File: config.mk
export PLATFORM = sky130hd
export DESIGN_NAME = bf16_accel_dispatch
export DESIGN_NICKNAME = d
export VERILOG_FILES = /design/src/rtl/bf16_accel_dispatch.sv
export SDC_FILE = /design/constraint.sdc
export NUM_CORES = 1
export LEC_CHECK = 0
export CAP_MARGIN = 20
export CORE_MARGIN = 8
export CORE_UTILIZATION = 52
export CTS_BUF_LIST = sky130_fd_sc_hd__clkbuf_2 sky130_fd_sc_hd__clkbuf_4 sky130_fd_sc_hd__clkbuf_8
export CTS_CLUSTER_DIAMETER = 150
export DETAILED_ROUTE_END_ITERATION = 7
export PLACE_DENSITY = 0.85
export SLEW_MARGIN = 10
export SYNTH_ARGS = -nofsm -noshare
export SYNTH_HDL_FRONTEND = slang
export SYNTH_SLANG_ARGS = --single-unit
export TNS_END_PERCENT = 10
File: constraint.sdc
create_clock -name clk -period 5 [get_ports clk]
set_input_delay 1 -clock clk [delete_from_list [all_inputs] [get_ports clk]]
set_output_delay 1 -clock clk [all_outputs]
set_load 0.1 [all_outputs]
File: src/rtl/bf16_accel_dispatch.sv
// Issue/retire engine for the BF16 units: decodes ops, pulses one unit enable, captures each
// result at its fixed latency and retires results in issue order through a FWFT output FIFO.
module bf16_accel_dispatch #(
  parameter int DATA_W     = 32,
  parameter int FLAG_W     = 4,
  parameter int LAT_CONV   = 1,
  parameter int LAT_MINMAX = 1,
  parameter int LAT_FMA    = 3,
  parameter int DEPTH      = 4
) (
  input  logic              clk,
  input  logic              reset,
  input  logic              in_valid,
  output logic              in_ready,
  input  logic [3:0]        in_operation,
  input  logic [DATA_W-1:0] in_a,
  input  logic [DATA_W-1:0] in_b,
  input  logic [DATA_W-1:0] in_c,
  output logic [3:0]        unit_op,
  output logic [DATA_W-1:0] unit_a,
  output logic [DATA_W-1:0] unit_b,
  output logic [DATA_W-1:0] unit_c,
  output logic              conv_en,
  output logic              maxmin_en,
  output logic              fma_en,
  input  logic [DATA_W-1:0] conv_result,
  input  logic [DATA_W-1:0] maxmin_result,
  input  logic [DATA_W-1:0] fma_result,
  input  logic [FLAG_W-1:0] conv_fpcsr,
  input  logic [FLAG_W-1:0] maxmin_fpcsr,
  input  logic [FLAG_W-1:0] fma_fpcsr,
  output logic              out_valid,
  input  logic              out_ready,
  output logic [DATA_W-1:0] out_result,
  output logic [FLAG_W-1:0] out_fpcsr,
  output logic              busy
);

  localparam int MAX_LAT_CM = (LAT_CONV > LAT_MINMAX) ? LAT_CONV : LAT_MINMAX;
  localparam int MAX_LAT    = (LAT_FMA > MAX_LAT_CM) ? LAT_FMA : MAX_LAT_CM;
  localparam int CNT_W      = $clog2(DEPTH + 1);
  localparam int PTR_W      = (DEPTH > 1) ? $clog2(DEPTH) : 1;
  localparam logic [FLAG_W-1:0] ILL_FLAGS = FLAG_W'(4'b1000);

  typedef enum logic [1:0] {
    CLS_CONV   = 2'd0,
    CLS_MINMAX = 2'd1,
    CLS_FMA    = 2'd2,
    CLS_ILL    = 2'd3
  } cls_e;

  typedef struct packed {
    logic pend;
    cls_e cls;
  } slot_t;

  function automatic cls_e decode_op(input logic [3:0] op);
    if (op <= 4'd1)       return CLS_CONV;
    else if (op <= 4'd3)  return CLS_MINMAX;
    else if (op <= 4'd10) return CLS_FMA;
    else                  return CLS_ILL;
  endfunction

  function automatic int lat_of(input cls_e c);
    case (c)
      CLS_CONV:   return LAT_CONV;
      CLS_MINMAX: return LAT_MINMAX;
      CLS_FMA:    return LAT_FMA;
      default:    return 1;
    endcase
  endfunction

  function automatic logic [PTR_W-1:0] ptr_inc(input logic [PTR_W-1:0] p);
    return (p == PTR_W'(DEPTH - 1)) ? '0 : p + PTR_W'(1);
  endfunction

  logic                r_iss_vld;
  cls_e                r_iss_cls;
  logic [3:0]          r_unit_op;
  logic [DATA_W-1:0]   r_unit_a, r_unit_b, r_unit_c;
  logic                r_conv_en, r_maxmin_en, r_fma_en;
  slot_t [MAX_LAT-1:0] r_trk;
  logic [CNT_W-1:0]    r_inflight;
  logic [DATA_W-1:0]   r_mem_res [DEPTH];
  logic [FLAG_W-1:0]   r_mem_flg [DEPTH];
  logic [PTR_W-1:0]    r_wr_ptr, r_rd_ptr;
  logic [CNT_W-1:0]    r_fifo_cnt;

  cls_e                w_new_cls;
  int                  w_new_lat;
  int                  w_iss_lat;
  logic [MAX_LAT:0]    w_off_busy;
  slot_t [MAX_LAT-1:0] w_trk_sh;
  slot_t [MAX_LAT-1:0] w_trk_nxt;
  logic                w_order_stall, w_credit_ok, w_accept, w_push, w_pop;
  logic [DATA_W-1:0]   w_push_res;
  logic [FLAG_W-1:0]   w_push_flg;

  assign w_new_cls = decode_op(in_operation);
  assign w_trk_sh  = r_trk >> $bits(slot_t);

  // Index k of w_off_busy = an op that pushes k edges from now; the issue stage sits at its latency.
  always_comb begin
    w_new_lat     = lat_of(w_new_cls);
    w_iss_lat     = lat_of(r_iss_cls);
    w_off_busy    = '0;
    w_order_stall = 1'b0;
    w_trk_nxt     = w_trk_sh;
    for (int k = 0; k < MAX_LAT; k++) begin
      w_off_busy[k] = r_trk[k].pend;
      if (r_iss_vld && (k == w_iss_lat - 1)) w_trk_nxt[k] = '{pend: 1'b1, cls: r_iss_cls};
    end
    for (int k = 0; k <= MAX_LAT; k++) begin
      if (r_iss_vld && (k == w_iss_lat)) w_off_busy[k] = 1'b1;
    end
    for (int k = 0; k <= MAX_LAT; k++) begin
      if (w_off_busy[k] && (k > w_new_lat)) w_order_stall = 1'b1;
    end
  end

  always_comb begin
    w_push_res = '0;
    w_push_flg = ILL_FLAGS;
    case (r_trk[0].cls)
      CLS_CONV:   begin w_push_res = conv_result;   w_push_flg = conv_fpcsr;   end
      CLS_MINMAX: begin w_push_res = maxmin_result; w_push_flg = maxmin_fpcsr; end
      CLS_FMA:    begin w_push_res = fma_result;    w_push_flg = fma_fpcsr;    end
      default:    begin w_push_res = '0;            w_push_flg = ILL_FLAGS;    end
    endcase
  end

  assign w_credit_ok = ({1'b0, r_fifo_cnt} + {1'b0, r_inflight}) < (CNT_W + 1)'(DEPTH);
  assign in_ready    = !reset && w_credit_ok && !w_order_stall;
  assign w_accept    = in_valid && in_ready;
  assign w_push      = r_trk[0].pend;
  assign w_pop       = out_valid && out_ready;

  always_ff @(posedge clk) begin
    if (reset) begin
      r_iss_vld   <= 1'b0;
      r_iss_cls   <= CLS_CONV;
      r_unit_op   <= '0;
      r_unit_a    <= '0;
      r_unit_b    <= '0;
      r_unit_c    <= '0;
      r_conv_en   <= 1'b0;
      r_maxmin_en <= 1'b0;
      r_fma_en    <= 1'b0;
      r_trk       <= '0;
      r_inflight  <= '0;
    end else begin
      r_iss_vld   <= w_accept;
      r_iss_cls   <= w_new_cls;
      r_conv_en   <= w_accept && (w_new_cls == CLS_CONV);
      r_maxmin_en <= w_accept && (w_new_cls == CLS_MINMAX);
      r_fma_en    <= w_accept && (w_new_cls == CLS_FMA);
      if (w_accept) begin
        r_unit_op <= in_operation;
        r_unit_a  <= in_a;
        r_unit_b  <= in_b;
        r_unit_c  <= in_c;
      end
      r_trk      <= w_trk_nxt;
      r_inflight <= r_inflight + CNT_W'(w_accept) - CNT_W'(w_push);
    end
  end

  always_ff @(posedge clk) begin
    if (reset) begin
      r_wr_ptr   <= '0;
      r_rd_ptr   <= '0;
      r_fifo_cnt <= '0;
    end else begin
      if (w_push) r_wr_ptr <= ptr_inc(r_wr_ptr);
      if (w_pop)  r_rd_ptr <= ptr_inc(r_rd_ptr);
      r_fifo_cnt <= r_fifo_cnt + CNT_W'(w_push) - CNT_W'(w_pop);
    end
  end

  // Storage needs no reset: the head is masked to zero whenever the FIFO is empty.
  always_ff @(posedge clk) begin
    if (w_push && !reset) begin
      r_mem_res[r_wr_ptr] <= w_push_res;
      r_mem_flg[r_wr_ptr] <= w_push_flg;
    end
  end

  assign unit_op    = r_unit_op;
  assign unit_a     = r_unit_a;
  assign unit_b     = r_unit_b;
  assign unit_c     = r_unit_c;
  assign conv_en    = r_conv_en;
  assign maxmin_en  = r_maxmin_en;
  assign fma_en     = r_fma_en;
  assign out_valid  = (r_fifo_cnt != '0);
  assign out_result = out_valid ? r_mem_res[r_rd_ptr] : '0;
  assign out_fpcsr  = out_valid ? r_mem_flg[r_rd_ptr] : '0;
  assign busy       = (r_inflight != '0) || out_valid;

endmodule

==> flow_metrics.tcl <==
set metrics [dict create \
    status "complete, no violations" \
    clock.fmax_mhz 264 \
    antenna_found_initial 2 \
    hpwlAfterDp_um 22400 \
    first_iter_violations 566 \
    cp-end-kind "primary output" \
    maxSlewViolCount 0 \
    cts_setup_buffers 0 \
    final.min_clock_period_ns 3.79 \
    grt_pass1_wl_um 50200 \
    cts_buffers 44 \
    holdWs_ns 0.440 \
    p_sw_share_pct 46.9 \
    area_growth_pct 38.7 \
    synth_cells 918 \
    critPathMaxStageDelay_ns 0.79 \
    crit_required_ns 4.00 \
    die_area_um2 26400 \
    p_total_mw 8.54 \
    pin_count 354 \
    dp_slack_ns 1.48 \
    ys_types 41 \
    path_cells "buf_4, mux4_2, and2_1, buf_4" \
    ir_drop_mv 0.383 \
    totalWireLength_um 33000 \
    tns_ns 0 \
    gp_congestion 0.823 \
    grt_overflow 0 \
    fin_ws_ns 1.21 \
    htreeDepth 2 \
    finalCritPeriodShare_pct 75.9 \
    finalClockSkew_ns 0.0285 \
    critPathSlowestCell "dfxtp_2" \
    num_rows 53 \
    path_class "flip-flop to primary output" \
    synth_top_flop_cell "edfxtp_1" \
    crit_top_cell "buf_4" \
    final_common_cell "clkdlybuf4s50_1" \
    p_clk_share_pct 21.0 \
    syn_area_um2 11100 \
    pwr-share-seq_pct 31.5 \
    cts-root-buf "clkbuf_8" \
    hold_class "flip-flop to flip-flop" \
    leakage_nw 5.28 \
    postCtsHoldBufs 0 \
    synth_seq_area_share_pct 61.6 \
    synth_nets 1143 \
    tightest_slew_ns 1.09 \
    synth_area_per_cell_um2 12.1 \
    vias 8635 \
    cp.arrival_ns 2.79 \
    hold_violations 0 \
    async_flop_share_pct 0 \
    wl_per_cell_um 21.3 \
    finalSetupViolCount 0 \
    core-area_um2 21000 \
    power.switching_mw 4.01 \
    grt_max_degree 101 \
    viasPerCell 5.56 \
    slew_headroom_pct 26.8 \
    dieHeight_um 162 \
    nets 1475 \
    start_util_pct 53.0 \
    ctsResizeCount 0 \
    power.internal_mw 4.53 \
    cap_viol_max_count 0 \
    antenna_left 0 \
    powerDensity_nw_per_um2 552 \
    most-common-layout-cells "clkdlybuf4s50_1 (314), edfxtp_1 (144), dfxtp_1 (124)" \
    rsz0062_at_grt "false" \
    start_kind "flip-flop" \
    crit_fanout 19 \
    grt_usage_pct 24.2 \
    port_buffers 353 \
    clk-insertion-delay-late_ns 0.54 \
    clk_path_buf_depth 3 \
    route.detailed.drc 0 \
    synth_edf_count 144 \
    layout-drive-gt1-share_pct 13.1 \
    cts.sinks 271 \
    power_frac_comb_pct 47.5 \
    grt_pass1_vias 9179 \
    ys_ff_latch 271 \
    ys_warn_count 0 \
    die_w_um 162 \
    cts_tree "yes" \
    first_pass_iters 6 \
    clk_pin_slew_ns 0.06 \
]
metrics by stage:
step / utilization, % / cell area [µm²] / cells
floorplan: - / 11100 / 918
finish: 73.5 / 15500 / 1552
global route: 73.5 / 15500 / 1552
global placement: 69.7 / 14700 / 1479
detailed placement: 69.7 / 14700 / 1479
CTS: 73.5 / 15500 / 1551
cells in the mapped netlist, types with 2 or more instances:
cell      number  area, µm²
nor2b_1        8       50.1
clkbuf_1      28        105
o21ai_0       85        425
o21ai_1       50        250
buf_6          6       67.6
nand3_1      102        510
xor2_1         2       17.5
or3_1          2       12.5
mux4_2        36        811
nand2b_1      27        169
dfxtp_1      127       2540
ha_1          11        138
buf_1          7       26.3
nor3_1         3       15.0
clkbuf_2       3       15.0
nand2_1       38        143
a21oi_1       84        420
nor2_1        15       56.3
mux2i_1       36        360
buf_4          4       30.0
and3_1         3       18.8
inv_1         10       37.5
edfxtp_1     144       4320
buf_2         29        145
xnor2_1        2       17.5
and2_1        40        250
fa_1           2       40.0
path summary, 6_finish.rpt:
check                                               from                  endpoint  slack, ns  cells after the start
worst min register to register       r_trk[6]$_SDFF_PP0_       r_trk[3]$_SDFF_PP0_       0.44                      1
worst max-delay path                           flip-flop            out_result[15]       1.21                      4
worst max register to register  r_inflight[2]$_SDFF_PP0_  r_inflight[2]$_SDFF_PP0_       2.42                     12
worst min-delay path                 r_trk[6]$_SDFF_PP0_       r_trk[3]$_SDFF_PP0_       0.44                      1
worst max-delay path, delay by kind of cell, from the launching register on:
kind | cells | cell delay [ns]
and+or+nand+nor | 1 | 0.18
buffers and inverters | 2 | 0.69
DFF | 1 | 0.79
muxes | 1 | 0.56
power groups by stage:
stage / Combinational [mW] / Sequential [mW] / Clock [mW]
finish: 4.06 / 2.69 / 1.79
global route: 4.21 / 2.71 / 1.93
CTS: 4.08 / 2.69 / 1.84
detailed placement: 4.06 / 2.74 / 0
global placement: 4.02 / 2.73 / 0
floorplan: 2.27 / 3.53 / 0
final cells by class:
cell class,count,area [µm²]
antenna,1,2.50
clock buffer,56,702
clock inverter,16,105
fill,1428,5560
inverter,11,41.3
multi-input combinational,559,3870
sequential,271,6870
tap,275,344
timing repair buffer,363,3520
state kept, by name, summed over array words and instances (netlist names), 2 cells and up, named ones only:
register and count:
r_fifo_cnt 3, r_inflight 3, r_iss_cls 2, r_mem_flg 16
r_mem_res 128, r_rd_ptr 2, r_trk 8, r_wr_ptr 2
unit_a 32, unit_b 32, unit_c 32, unit_op 4
metal layers:
layer,global-route usage (%),up-vias,share of wire (%)
met5,0,-,0.039
li1,-,4006,-
met3,9.93,63,12
met2,41.0,409,49
met4,8.84,2,2.9
met1,27.0,4155,36
kinds of logic (layout without fill, tap and decap cells):
group                      count (synthesis)  in the layout  synth area share, %
and+or+nand+nor                          247            247                 11.9
buffers and inverters                     88            446                 3.86
xor gates and xnor gates                   4              4                0.314
AOI/OAI and AO/OA                        222            222                 10.2
muxes                                     72             72                 10.5
DFF                                      271            271                 61.6
adders and majority gates                 13             13                 1.59
other                                      1              2               0.0336
No activity file was read; power rests on OpenSTA's default activity.
